### src/rtl/fusion_pkg.sv
`default_nettype none
// ============================================================================
// fusion_pkg : shared fusion-unit definitions (cfg encodings, lane modes, states)
// Revision   : 1.0
// ============================================================================
package fusion_pkg;

  localparam int FUSION_PROD_W  = 64;
  localparam int FUSION_FIELD_W = 16;
  localparam int FUSION_WIDE_W  = 32;

  localparam logic [1:0] CFG_2B      = 2'b00;
  localparam logic [1:0] CFG_4B      = 2'b01;
  localparam logic [1:0] CFG_8B      = 2'b10;
  localparam logic [1:0] CFG_ILLEGAL = 2'b11;

  typedef enum logic [1:0] {
    LM_1 = 2'd0,
    LM_2 = 2'd1,
    LM_4 = 2'd2
  } lane_mode_e;

  typedef enum logic [1:0] {
    IDLE  = 2'd0,
    ACCUM = 2'd1,
    HOLD  = 2'd2
  } acc_state_e;

  // Illegal encodings fall through to 4-lane mode.
  function automatic lane_mode_e decode_lane_mode(input logic [1:0] a, input logic [1:0] b);
    if (a == CFG_8B && b == CFG_8B) return LM_1;
    if ((a == CFG_8B && b == CFG_4B) || (a == CFG_4B && b == CFG_8B)) return LM_2;
    return LM_4;
  endfunction

  function automatic logic [2:0] lane_count(input lane_mode_e m);
    case (m)
      LM_1:    return 3'd1;
      LM_2:    return 3'd2;
      default: return 3'd4;
    endcase
  endfunction

  function automatic logic [FUSION_WIDE_W-1:0] extend16(input logic [FUSION_FIELD_W-1:0] v,
                                                        input logic s);
    return s ? {{(FUSION_WIDE_W-FUSION_FIELD_W){v[FUSION_FIELD_W-1]}}, v}
             : {{(FUSION_WIDE_W-FUSION_FIELD_W){1'b0}}, v};
  endfunction

endpackage
`default_nettype wire

### src/rtl/fusion_lane_sat_add.sv
`default_nettype none
// ============================================================================
// fusion_lane_sat_add : extend a 32-bit lane field and add it to an accumulator, saturating
// Revision            : 1.0
// ============================================================================
module fusion_lane_sat_add
  import fusion_pkg::*;
#(
  parameter int ACC_W = 32
) (
  input  logic [ACC_W-1:0]         acc_i,
  input  logic [FUSION_WIDE_W-1:0] field_i,
  input  logic                     sgn_i,
  output logic [ACC_W-1:0]         sum_o
);

  localparam logic [ACC_W-1:0] SMAX = {1'b0, {(ACC_W-1){1'b1}}};
  localparam logic [ACC_W-1:0] SMIN = {1'b1, {(ACC_W-1){1'b0}}};

  logic signed [ACC_W-1:0] ext_s;
  logic [ACC_W-1:0]        ext;
  logic [ACC_W:0]          sum_wide;

  assign ext_s = ACC_W'($signed(field_i));
  assign ext   = sgn_i ? ext_s : ACC_W'(field_i);

  // One guard bit: signed overflow shows as guard != msb, unsigned as a carry.
  always_comb begin
    if (sgn_i) sum_wide = {acc_i[ACC_W-1], acc_i} + {ext[ACC_W-1], ext};
    else       sum_wide = {1'b0, acc_i} + {1'b0, ext};
    sum_o = sum_wide[ACC_W-1:0];
    if (sgn_i) begin
      if (sum_wide[ACC_W] != sum_wide[ACC_W-1]) sum_o = sum_wide[ACC_W] ? SMIN : SMAX;
    end else if (sum_wide[ACC_W]) begin
      sum_o = '1;
    end
  end

endmodule
`default_nettype wire

### src/rtl/fusion_accumulator.sv
`default_nettype none
// ============================================================================
// fusion_accumulator : groups packed fusion-unit products into 1/2/4 saturating lane sums
// Revision           : 1.0
// ============================================================================
module fusion_accumulator
  import fusion_pkg::*;
#(
  parameter int ACC_W = 32
) (
  input  logic                     clk,
  input  logic                     rst,
  input  logic                     in_valid,
  output logic                     in_ready,
  input  logic [FUSION_PROD_W-1:0] in_data,
  input  logic [1:0]               cfga,
  input  logic [1:0]               cfgb,
  input  logic                     sgn,
  input  logic                     in_last,
  output logic                     out_valid,
  input  logic                     out_ready,
  output logic [4*ACC_W-1:0]       out_data,
  output logic [2:0]               out_lanes,
  output logic                     cfg_err
);

  acc_state_e       state_q;
  logic             in_ready_q;
  logic             out_valid_q;
  logic             cfg_err_q;
  logic [1:0]       cfga_q;
  logic [1:0]       cfgb_q;
  logic             sgn_q;
  logic [ACC_W-1:0] acc_q [4];
  logic [ACC_W-1:0] acc_d [4];

  logic [FUSION_WIDE_W-1:0] field [4];
  logic [3:0]               lane_en;
  logic                     xfer;
  logic                     first_beat;
  logic                     eff_sgn;
  logic                     beat_err;
  lane_mode_e               eff_mode;

  assign xfer       = in_valid & in_ready_q;
  assign first_beat = (state_q == IDLE);

  // The first beat of a group defines the mode; later beats reuse the latched one.
  assign eff_mode = first_beat ? decode_lane_mode(cfga, cfgb) : decode_lane_mode(cfga_q, cfgb_q);
  assign eff_sgn  = first_beat ? sgn : sgn_q;
  assign beat_err = first_beat ? ((cfga == CFG_ILLEGAL) || (cfgb == CFG_ILLEGAL))
                               : ((cfga != cfga_q) || (cfgb != cfgb_q) || (sgn != sgn_q));

  always_comb begin
    lane_en = 4'b0000;
    for (int k = 0; k < 4; k++) field[k] = '0;
    case (eff_mode)
      LM_1: begin
        field[0]   = extend16(in_data[15:0], eff_sgn);
        lane_en[0] = 1'b1;
      end
      LM_2: begin
        field[0] = in_data[31:0];
        field[1] = in_data[63:32];
        lane_en  = 4'b0011;
      end
      default: begin
        for (int k = 0; k < 4; k++) field[k] = extend16(in_data[16*k +: 16], eff_sgn);
        lane_en = 4'b1111;
      end
    endcase
  end

  for (genvar k = 0; k < 4; k++) begin : g_lane
    fusion_lane_sat_add #(.ACC_W(ACC_W)) u_lane (
      .acc_i  (acc_q[k]),
      .field_i(field[k]),
      .sgn_i  (eff_sgn),
      .sum_o  (acc_d[k])
    );
    assign out_data[k*ACC_W +: ACC_W] = acc_q[k];
  end

  always_ff @(posedge clk or posedge rst) begin
    if (rst) begin
      state_q     <= IDLE;
      in_ready_q  <= 1'b0;
      out_valid_q <= 1'b0;
      cfg_err_q   <= 1'b0;
      cfga_q      <= '0;
      cfgb_q      <= '0;
      sgn_q       <= 1'b0;
      for (int k = 0; k < 4; k++) acc_q[k] <= '0;
    end else begin
      case (state_q)
        IDLE, ACCUM: begin
          in_ready_q <= 1'b1;
          if (xfer) begin
            if (first_beat) begin
              cfga_q <= cfga;
              cfgb_q <= cfgb;
              sgn_q  <= sgn;
            end
            if (beat_err) cfg_err_q <= 1'b1;
            for (int k = 0; k < 4; k++) if (lane_en[k]) acc_q[k] <= acc_d[k];
            if (in_last) begin
              state_q     <= HOLD;
              in_ready_q  <= 1'b0;
              out_valid_q <= 1'b1;
            end else begin
              state_q <= ACCUM;
            end
          end
        end
        HOLD: begin
          if (out_ready) begin
            state_q     <= IDLE;
            in_ready_q  <= 1'b1;
            out_valid_q <= 1'b0;
            for (int k = 0; k < 4; k++) acc_q[k] <= '0;
          end
        end
        default: begin
          state_q     <= IDLE;
          in_ready_q  <= 1'b0;
          out_valid_q <= 1'b0;
        end
      endcase
    end
  end

  assign in_ready  = in_ready_q;
  assign out_valid = out_valid_q;
  assign cfg_err   = cfg_err_q;
  assign out_lanes = lane_count(decode_lane_mode(cfga_q, cfgb_q));

endmodule
`default_nettype wire
### config.mk
export PLATFORM = sky130hd
export DESIGN_NAME = fusion_accumulator
export DESIGN_NICKNAME = d
export VERILOG_FILES = /design/src/rtl/fusion_pkg.sv /design/src/rtl/fusion_lane_sat_add.sv /design/src/rtl/fusion_accumulator.sv
export SDC_FILE = /design/constraint.sdc
export NUM_CORES = 1
export LEC_CHECK = 0
export CAP_MARGIN = 25
export CORE_UTILIZATION = 55
export CTS_BUF_LIST = sky130_fd_sc_hd__clkbuf_16
export DETAILED_ROUTE_END_ITERATION = 10
export PLACE_DENSITY_LB_ADDON = 0.12
export SLEW_MARGIN = 20
export SYNTH_ARGS = -nofsm -noshare
export SYNTH_HDL_FRONTEND = slang
export SYNTH_SLANG_ARGS = --single-unit
### constraint.sdc
create_clock -name clk -period 11.1 [get_ports clk]
set_input_delay 2.22 -clock clk [delete_from_list [all_inputs] [get_ports clk]]
set_output_delay 2.22 -clock clk [all_outputs]
set_load 0.01 [all_outputs]
==> results by group <==
Clocking
  – Clock sinks: approximately 140
  – Clock Tree Buf Depth: 2
  – Clock tree root buffer cell: clkbuf_16
  – Setup Buffers After CTS: 0
  – CTS tree: built
  – H-tree levels: 4
  – Insertion delay to the later sink of the worst-skew pair: around 440 ps
  – Cts bufs inserted: 17
  – PostCTS Resize Cnt: 0
  – CTS clk-pin slew, worst paths: about 70 ps
  – Number of hold buffers added after cts: 0

Synthesis
  – Syn_nets: between 1500 and 2000
  – Yosys reg bits: approximately 140
  – Syn Inst Count: roughly 1700
  – Post-synthesis cell type count: 79
  – Sequential share of the synthesized area: roughly a quarter
  – Number of synthesis warnings: 0
  – Post-synth ARST share: 100.0%
  – Largest cells by area after synthesis: dfrtp_1, ha_1, nand2_1, o21ai_0, a21oi_1
  – Post-synth top area share: between 20 and 30%
  – Cell taking the most area after synthesis: dfrtp_1
  – Area of the mapped netlist: about 13000 um^2
  – Syn_area_per_cell: between 7 and 8 um^2
  – Top FF cell, synth: dfrtp_1
  – Post-synth EDFFs: 0

Floorplan
  – Starting Density: a little under three fifths
  – Core ar.: 23680 um^2
  – Rows: 56
  – Die X: about 160 um
  – IO Pins: between 200 and 250
  – Die Y: about 160 um
  – Die Area: approximately 25000 um^2

Timing
  – Max-slew headroom: between 20% and 30%
  – # setup viols final: 0
  – Fmax: roughly 0.11 GHz
  – Worst hold slack: 456.0 ps
  – Fin crit period: approximately 9000 ps
  – Unrepaired setup endpoints after global routing: false
  – Clk_skew: 14.78 ps
  – Hold violation count in the final report: 0
  – Worst Tran Pin Value: about 1100 ps
  – TNS Setup: 0 ps
  – Period utilization: between 80% and 90%
  – Setup ws final: 2199 ps
  – Fin. max-slew vios: 0

Worst setup path
  – Crit-path cells: clkdlybuf4s50_1, xnor2_1, nor3b_1, o41ai_4, and3_1, a21o_1, ha_1, a21o_1, a2111oi_0, o21ai_0, a22o_1, o211ai_1, a31o_2, xor2_1, inv_1, ha_1, nand2_1, nor3b_1, a21oi_1, and2_1, a2111o_1
  – Flop2flop setup slack: between 4000 and 5000 ps
  – Worst EP required: approximately 11000 ps
  – Critical path launch point type: input pin
  – Worst Path Arrival: around 9000 ps
  – Critical path class: input pin to flip-flop
  – Crit Path Max Fanout: 16
  – Biggest cell delay along the critical path: around 940 ps
  – Critical path's slowest cell: o41ai_4
  – CP endpoint kind: flip-flop
  – Crit path to: out_data[54]$_DFFE_PP0P_
  – R2r startpoint: state_q[1]$_DFFE_PP0P_
  – CP Launch Point: cfga[0]
  – RR Endpoint: out_data[54]$_DFFE_PP0P_
  – R2R depth: 18

GRT
  – First-pass GRT wire length: between 60000 and 70000 um
  – Number of global-route vias before repair: 12705
  – Initial antenna violation count: 0
  – Largest net degree at the start of global routing: 73
  – All-Layer GR Usage: 33.02%
  – Total grt overflow: 0

Cells and area
  – # fillers: between 2000 and 2500
  – Final #Nets: approximately 2100
  – Multi-input logic area: 9507 um^2
  – Share of layout cells above drive strength 1: 3.974%
  – Ant diodes: 0
  – Final Cell Area: between 15000 and 20000 um^2
  – Sequential cell area: roughly 3500 um^2
  – Syn-to-layout area delta: 21.67%

Drt
  – Drt first-iter violations: approximately 970
  – Routed WL per cell: approximately 19 um
  – Total number of vias: roughly 14000
  – Antenna Nets Post-Route: 0
  – Via density: roughly 6.2
  – TritonRoute pass-1 iters: 5
  – WL final: about 41000 um
  – # DRC: 0

Placement
  – Pre-CTS setup slack: 1910 ps
  – Post-DP HPWL: between 30000 and 40000 um
  – Area of placed instances: ~16000 um^2
  – Buffers on Ports: a little over 200
  – GP Congestion: approximately 0.95

Job
  – Max Cap Violations: 0

Outcome
  – Status: finished clean

Hold path
  – Classification of the worst-slack hold path: flip-flop to flip-flop
[worst max-delay path, delay by kind of cell]
family / cells / cell delay (ps)
AOI/OAI and AO/OA: 10 / 3720
xor gates and xnor gates: 2 / 430
buffers and inverters: 2 / 680
adders and majority gates: 2 / 610
and+or+nand+nor: 5 / 1610
[synth_stat cells, types with 15 or more instances]
cell      count
dfrtp_1     138
nand3_1      29
a211oi_1     15
a21o_1       81
and2_1       37
a221o_1      36
clkbuf_1     60
nor2_1      111
nor3_1       27
ha_1        133
o21bai_1     16
a21oi_1     132
o211ai_1     23
inv_1        47
xor2_1       37
and3_1       24
o21a_1       38
o21ai_0     155
a22o_1       22
nand2_1     233
nand2b_1     21
xnor2_1      57
a31oi_1      15
[cell families after synthesis]
kind of cell    after synthesis  share of synthesized area (%)
compound gates              627                          31.35
xor+xnor                     94                          6.144
fa+ha+maj                   137                          13.02
buf+inv                     119                          3.520
flops                       138                          25.77
mux                           9                         0.7377
simple gates                556                          19.46
[flip-flops by register name, summed over array words and instances (netlist names)]
| register | count |
|---|---|
| cfg_err | 1 |
| cfga_q | 2 |
| cfgb_q | 2 |
| in_ready | 1 |
| out_data | 128 |
| out_valid | 1 |
| sgn_q | 1 |
| state_q | 2 |
[placed cells by master, fill, tap and decap left out, types with 23 or more instances in the layout]
master	n
a21o_1	81
xnor2_1	57
nor3_1	27
ha_1	133
clkdlybuf4s50_1	207
nor2_1	111
dfrtp_1	138
a21oi_1	132
a221o_1	36
o21a_1	38
nand3_1	29
inv_1	48
and2_1	37
xor2_1	37
o211ai_1	23
o21ai_0	155
nand2_1	233
and3_1	24
[stage by stage]
stage / instances / utilization [%]
5_1_grt: 2181 / 68.84
3_5_place_dp: 2149 / 66.40
2_1_floorplan: 1680 / -
6_report: 2181 / 68.84
3_3_place_gp: 2149 / 66.40
4_1_cts: 2181 / 68.82
[area by class of cell]
type	count	share of cell area, %
Clock buffer	17	2.609
Clock inverter	15	0.9133
Inverter	47	1.113
Multi-Input combinational cell	1423	58.31
Sequential cell	138	21.18
Tap cell	319	2.448
Timing Repair Buffer	222	13.42
[worst min-delay path by stage]
stage	from	endpoint	slack, ps	depth (start not counted)
2_1_floorplan	cfg_err$_DFFE_PP0P_	cfg_err$_DFFE_PP0P_	490	1
3_3_place_gp	cfg_err$_DFFE_PP0P_	cfg_err$_DFFE_PP0P_	440	1
3_5_place_dp	cfg_err$_DFFE_PP0P_	cfg_err$_DFFE_PP0P_	450	1
4_1_cts	cfg_err$_DFFE_PP0P_	cfg_err$_DFFE_PP0P_	460	1
5_1_grt	cfg_err$_DFFE_PP0P_	cfg_err$_DFFE_PP0P_	490	1
6_report	cfg_err$_DFFE_PP0P_	cfg_err$_DFFE_PP0P_	460	1
[layer usage]
metal | routed length, um | track usage (%) | share of wire (%) | vias to the layer above
met3 | 3061 | 6.926 | 7.5 | 68
met4 | 940 | 10.58 | 2.3 | 0
met5 | 0 | 0 | 0 | -
li1 | - | - | - | 6541
met1 | 18420 | 44.51 | 45 | 6449
met2 | 18610 | 52.53 | 45 | 520
Power is not shown: default switching activity piles up to over one toggle a cycle in this logic, so the estimate is an artifact.
==> RTL change 1: new RTL, config.mk and constraints unchanged <==
Register the inputs `cfga` and `cfgb` before use. The logic sees them one clock later. The other inputs are not delayed to match.
--- a/src/rtl/fusion_accumulator.sv
+++ b/src/rtl/fusion_accumulator.sv
@@ -24,6 +24,14 @@
   output logic                     cfg_err
 );
 
+  logic [1:0] cfga_r;
+  logic [1:0] cfgb_r;
+
+  always_ff @(posedge clk) begin
+    cfga_r <= cfga;
+    cfgb_r <= cfgb;
+  end
+
   acc_state_e       state_q;
   logic             in_ready_q;
   logic             out_valid_q;
@@ -46,10 +54,10 @@
   assign first_beat = (state_q == IDLE);
 
   // The first beat of a group defines the mode; later beats reuse the latched one.
-  assign eff_mode = first_beat ? decode_lane_mode(cfga, cfgb) : decode_lane_mode(cfga_q, cfgb_q);
+  assign eff_mode = first_beat ? decode_lane_mode(cfga_r, cfgb_r) : decode_lane_mode(cfga_q, cfgb_q);
   assign eff_sgn  = first_beat ? sgn : sgn_q;
-  assign beat_err = first_beat ? ((cfga == CFG_ILLEGAL) || (cfgb == CFG_ILLEGAL))
-                               : ((cfga != cfga_q) || (cfgb != cfgb_q) || (sgn != sgn_q));
+  assign beat_err = first_beat ? ((cfga_r == CFG_ILLEGAL) || (cfgb_r == CFG_ILLEGAL))
+                               : ((cfga_r != cfga_q) || (cfgb_r != cfgb_q) || (sgn != sgn_q));
 
   always_comb begin
     lane_en = 4'b0000;
@@ -97,8 +105,8 @@
           in_ready_q <= 1'b1;
           if (xfer) begin
             if (first_beat) begin
-              cfga_q <= cfga;
-              cfgb_q <= cfgb;
+              cfga_q <= cfga_r;
+              cfgb_q <= cfgb_r;
               sgn_q  <= sgn;
             end
             if (beat_err) cfg_err_q <= 1'b1;
Check against the original RTL: not equivalent (Yosys sat finds a counterexample within 4 cycles, from zero or initial values and one cycle with rst high).
==> RTL change 1 against the unedited design <==
Hold slack improved by 0.012 ns; area after synthesis fell by 3.2%; register-to-register slack gained 0.03 ns; utilization is 0.94 points higher; largest cell class unchanged; sequential cell count rose by 4; design area decreased by 2.2%; setup slack improved by 1.1 ns; wire length down 8.5%; critical path type unchanged; count of clock-buffer cells in the layout is the same.
==> RTL change 1: results <==
set metrics [dict create \
    design.seq.count 142 \
    multi_input_area_share_pct 56.7 \
    register_area_um2 3530 \
    path_max_fanout 27 \
    globalRouteTotalUtil_pct 31.3 \
    holdWs_ns 0.468 \
    setup.worst_path.end "out_data[92]$_DFFE_PP0P_" \
    slew-limit-headroom_pct 30.5 \
    clk_share_pct 3.63 \
    gp_congestion 0.918 \
    fillers 1939 \
    synth_compound_area_share_pct 30.8 \
    drtIter0Drc 923 \
    hpwl_mm 27.9 \
    synth_cell_type_count 82 \
    synth_common_cells "215 x nand2_1, 138 x dfrtp_1, 133 x ha_1" \
    synthMuxAreaShare_pct 0.338 \
    hold_path.class "reg -> reg" \
    first_global_vias 12100 \
    use_met1_pct 42.4 \
    slowest_stage "a311oi_4" \
    synth_fp_nets 1785 \
    netlist_instances 1574 \
    placementRows 55 \
    crit_start "sgn" \
    synthXorXnorAreaFrac_pct 7.83 \
    max_stage_delay_ns 0.91 \
    fin_nets 1962 \
    layout-drive-gt1-share_pct 4.25 \
    synth_seq_area_share_pct 27.2 \
    wl_per_cell_um 18.1 \
    placed_area_um2 15300 \
    num_vias 12700 \
    grt_util_met3_pct 4.33 \
    total_power_mw 6.37 \
    nMultiInputCombCells 1321 \
    diodes 2 \
    finalNonFillerCells 2079 \
    post-place-ws_ns 2.95 \
    async_flop_share_pct 97.2 \
    finClkSkew_ns 0.0121 \
    fmax_mhz 129 \
    reg2reg_depth 23 \
    outcome "completed" \
    met2_usage_pct 50.9 \
    cp_top_family "compound AO/OA/AOI/OAI gates" \
    synthAdderAreaFrac_pct 13.4 \
    numPortBuffers 207 \
    synthTopCellsByArea "dfrtp_1 27%, ha_1 13%, nand2_1 6.2%, xnor2_1 5.7%, a21o_1 4.5%" \
    arrival_ns 8.12 \
    rrSetupSlack_ns 4.17 \
    r2r_end "out_data[59]$_DFFE_PP0P_" \
    synth_edf_count 0 \
    buf_share_pct 13.9 \
    antenna_found_initial 5 \
]
-- RTL change 1: cell count changes in the layout (fill, tap and decap cells not counted), sizes merged, moves of 5 or more --
cell    change
a21oi      -17
a221o       +5
a31oi       -5
and3        -8
nand2      -18
nand2b      -6
nand3       -9
nor2        -8
nor3        -7
o211ai     -11
o21ai       -9
xnor2      +27
xor2        -5
-- RTL change 1: kinds of logic (layout without fill, tap and decap cells) --
family	count (synthesis)	after routing
AOI/OAI and AO/OA	584	584
xor gates and xnor gates	116	116
adders and majority gates	137	137
buffers and inverters	111	301
DFF	142	142
muxes	4	4
other	0	2
and+or+nand+nor	480	480
-- RTL change 1: per-layer routing --
metal	share of wire (%)	wire [um]	up-vias
met5	0.072	27	-
met4	2.4	919	4
met3	6.2	2310	75
met2	46	17300	432
met1	45	17000	6049
li1	-	-	6148
==> RTL change 2: new RTL, config.mk and constraints unchanged <==
Without the edit above. `ACC_W` is set to 32 in 2 places; all go to 64.
--- a/src/rtl/fusion_lane_sat_add.sv
+++ b/src/rtl/fusion_lane_sat_add.sv
@@ -6,7 +6,7 @@
 module fusion_lane_sat_add
   import fusion_pkg::*;
 #(
-  parameter int ACC_W = 32
+  parameter int ACC_W = 64
 ) (
   input  logic [ACC_W-1:0]         acc_i,
   input  logic [FUSION_WIDE_W-1:0] field_i,
--- a/src/rtl/fusion_accumulator.sv
+++ b/src/rtl/fusion_accumulator.sv
@@ -6,7 +6,7 @@
 module fusion_accumulator
   import fusion_pkg::*;
 #(
-  parameter int ACC_W = 32
+  parameter int ACC_W = 64
 ) (
   input  logic                     clk,
   input  logic                     rst,
Interface: changed (resized out_data); port bits go from 208 to 336. No check against the original RTL was run, so the function may have changed too.
==> RTL change 2 against the unedited design <==
Global-route usage is 2.4 points higher; wire length up 120%; sequential cell count grew 128; area after synthesis rose by 100%; setup slack got worse by 0.70 ns; design area increased by 94%.
==> RTL change 2: results <==
set metrics [dict create \
    finClkSkew_ns 0.0125 \
    largest_register_ffs 256 \
    yosysWarnings 0 \
    antenna_found_initial 7 \
    synthTopCellsByArea "dfrtp_1 25%, ha_1 9.3%, nand2_1 7.2%, a21oi_1 6.3%, nor2_1 4.6%" \
    slowest_stage "o311ai_1" \
    arrival_ns 10.08 \
    use_met1_pct 48.0 \
    synth_fp_nets 3929 \
    p_leak_nw 13.9 \
    cts.reportedPaths.clkPinSlew_ns 0.06 \
    cts_buffer_depth 3 \
    numCtsBuffers 35 \
    slew-limit-headroom_pct 38.4 \
    hpwl_mm 67.6 \
    grt_max_degree 106 \
    synth_compound_area_share_pct 30.0 \
    h-tree-depth 2 \
    grt_util_met3_pct 6.76 \
    synthMuxAreaShare_pct 1.19 \
    synth_common_cells "519 x nand2_1, 337 x a21oi_1, 334 x nor2_1" \
    fillers 4314 \
    drtIter0Drc 2791 \
    clkLatencyLatePin_ns 0.56 \
    wl_met3_mm 7.68 \
    grt_pass1_wl_mm 143 \
    met2_length_mm 40.6 \
    fin_nets 4108 \
    gp_congestion 0.998 \
    num_vias 28300 \
    dr.pass1.iters 6 \
    synth_seq_area_share_pct 24.7 \
    numPortBuffers 335 \
    post-place-ws_ns 0.948 \
    synth_cell_type_count 105 \
    top_layer "met4" \
    outcome "completed" \
    synthXorXnorAreaFrac_pct 6.46 \
    first_global_vias 26000 \
    wl_per_cell_um 20.3 \
    cp_top_family "compound AO/OA/AOI/OAI gates" \
    synthAdderAreaFrac_pct 9.61 \
    globalRouteTotalUtil_pct 35.4 \
    postCtsSetupRepairBufs 0 \
    layout-drive-gt1-share_pct 3.89 \
    path_max_fanout 38 \
    max_stage_delay_ns 0.76 \
    p_sw_mw 6.03 \
    drt-met1-wl_mm 38.6 \
    reg2reg_depth 24 \
    met2_usage_pct 54.8 \
]
-- RTL change 2: changes by cell type in the layout (fill, tap and decap cells not counted), sizes merged, moves of 39 or more --
cell	change
nand2	+290
o21ai	+245
nor2	+223
a21oi	+211
clkdlybuf4s50	+128
dfrtp	+128
ha	+67
xnor2	+66
nand3	+54
nand4	+45
inv	+44
xor2	+39
-- RTL change 2: path summary, 6_finish.rpt --
kind | to | from | slack (ns)
min in group asynchronous | out_data[99]$_DFFE_PP0P_ | rst | 2.22
hold reg to reg | cfg_err$_DFFE_PP0P_ | cfg_err$_DFFE_PP0P_ | 0.46
setup reg to reg | out_data[57]$_DFFE_PP0P_ | state_q[1]$_DFFE_PP0P_ | 2.91
max in group asynchronous | out_data[148]$_DFFE_PP0P_ | rst | 6.95
hold / removal | cfg_err$_DFFE_PP0P_ | cfg_err$_DFFE_PP0P_ | 0.46
setup / recovery | out_data[57]$_DFFE_PP0P_ | cfga[0] | 1.50
-- RTL change 2: cell type report --
type,count,area share (%)
antenna,7,0.0555
tap,615,2.44
sequential,266,21.1
clock inverter,23,0.555
multi-input combinational,3067,60.4
inverter,94,1.14
clock buffer,37,2.93
timing repair buffer,366,11.4
-- RTL change 2: metrics by stage --
stage / std cells / hold slack (ns) / instance area, um^2 / total power, mW / util, %
2_1_floorplan: 3651 / 0.489 / 27000 / 7.74 / -
3_3_place_gp: 4408 / 0.441 / 30500 / 10.1 / 63.4
3_5_place_dp: 4408 / 0.453 / 30500 / 10.2 / 63.4
4_1_cts: 4468 / 0.466 / 31600 / 11.4 / 65.7
5_1_grt: 4475 / 0.490 / 31600 / 12.5 / 65.7
6_report: 4475 / 0.464 / 31600 / 11.5 / 65.7
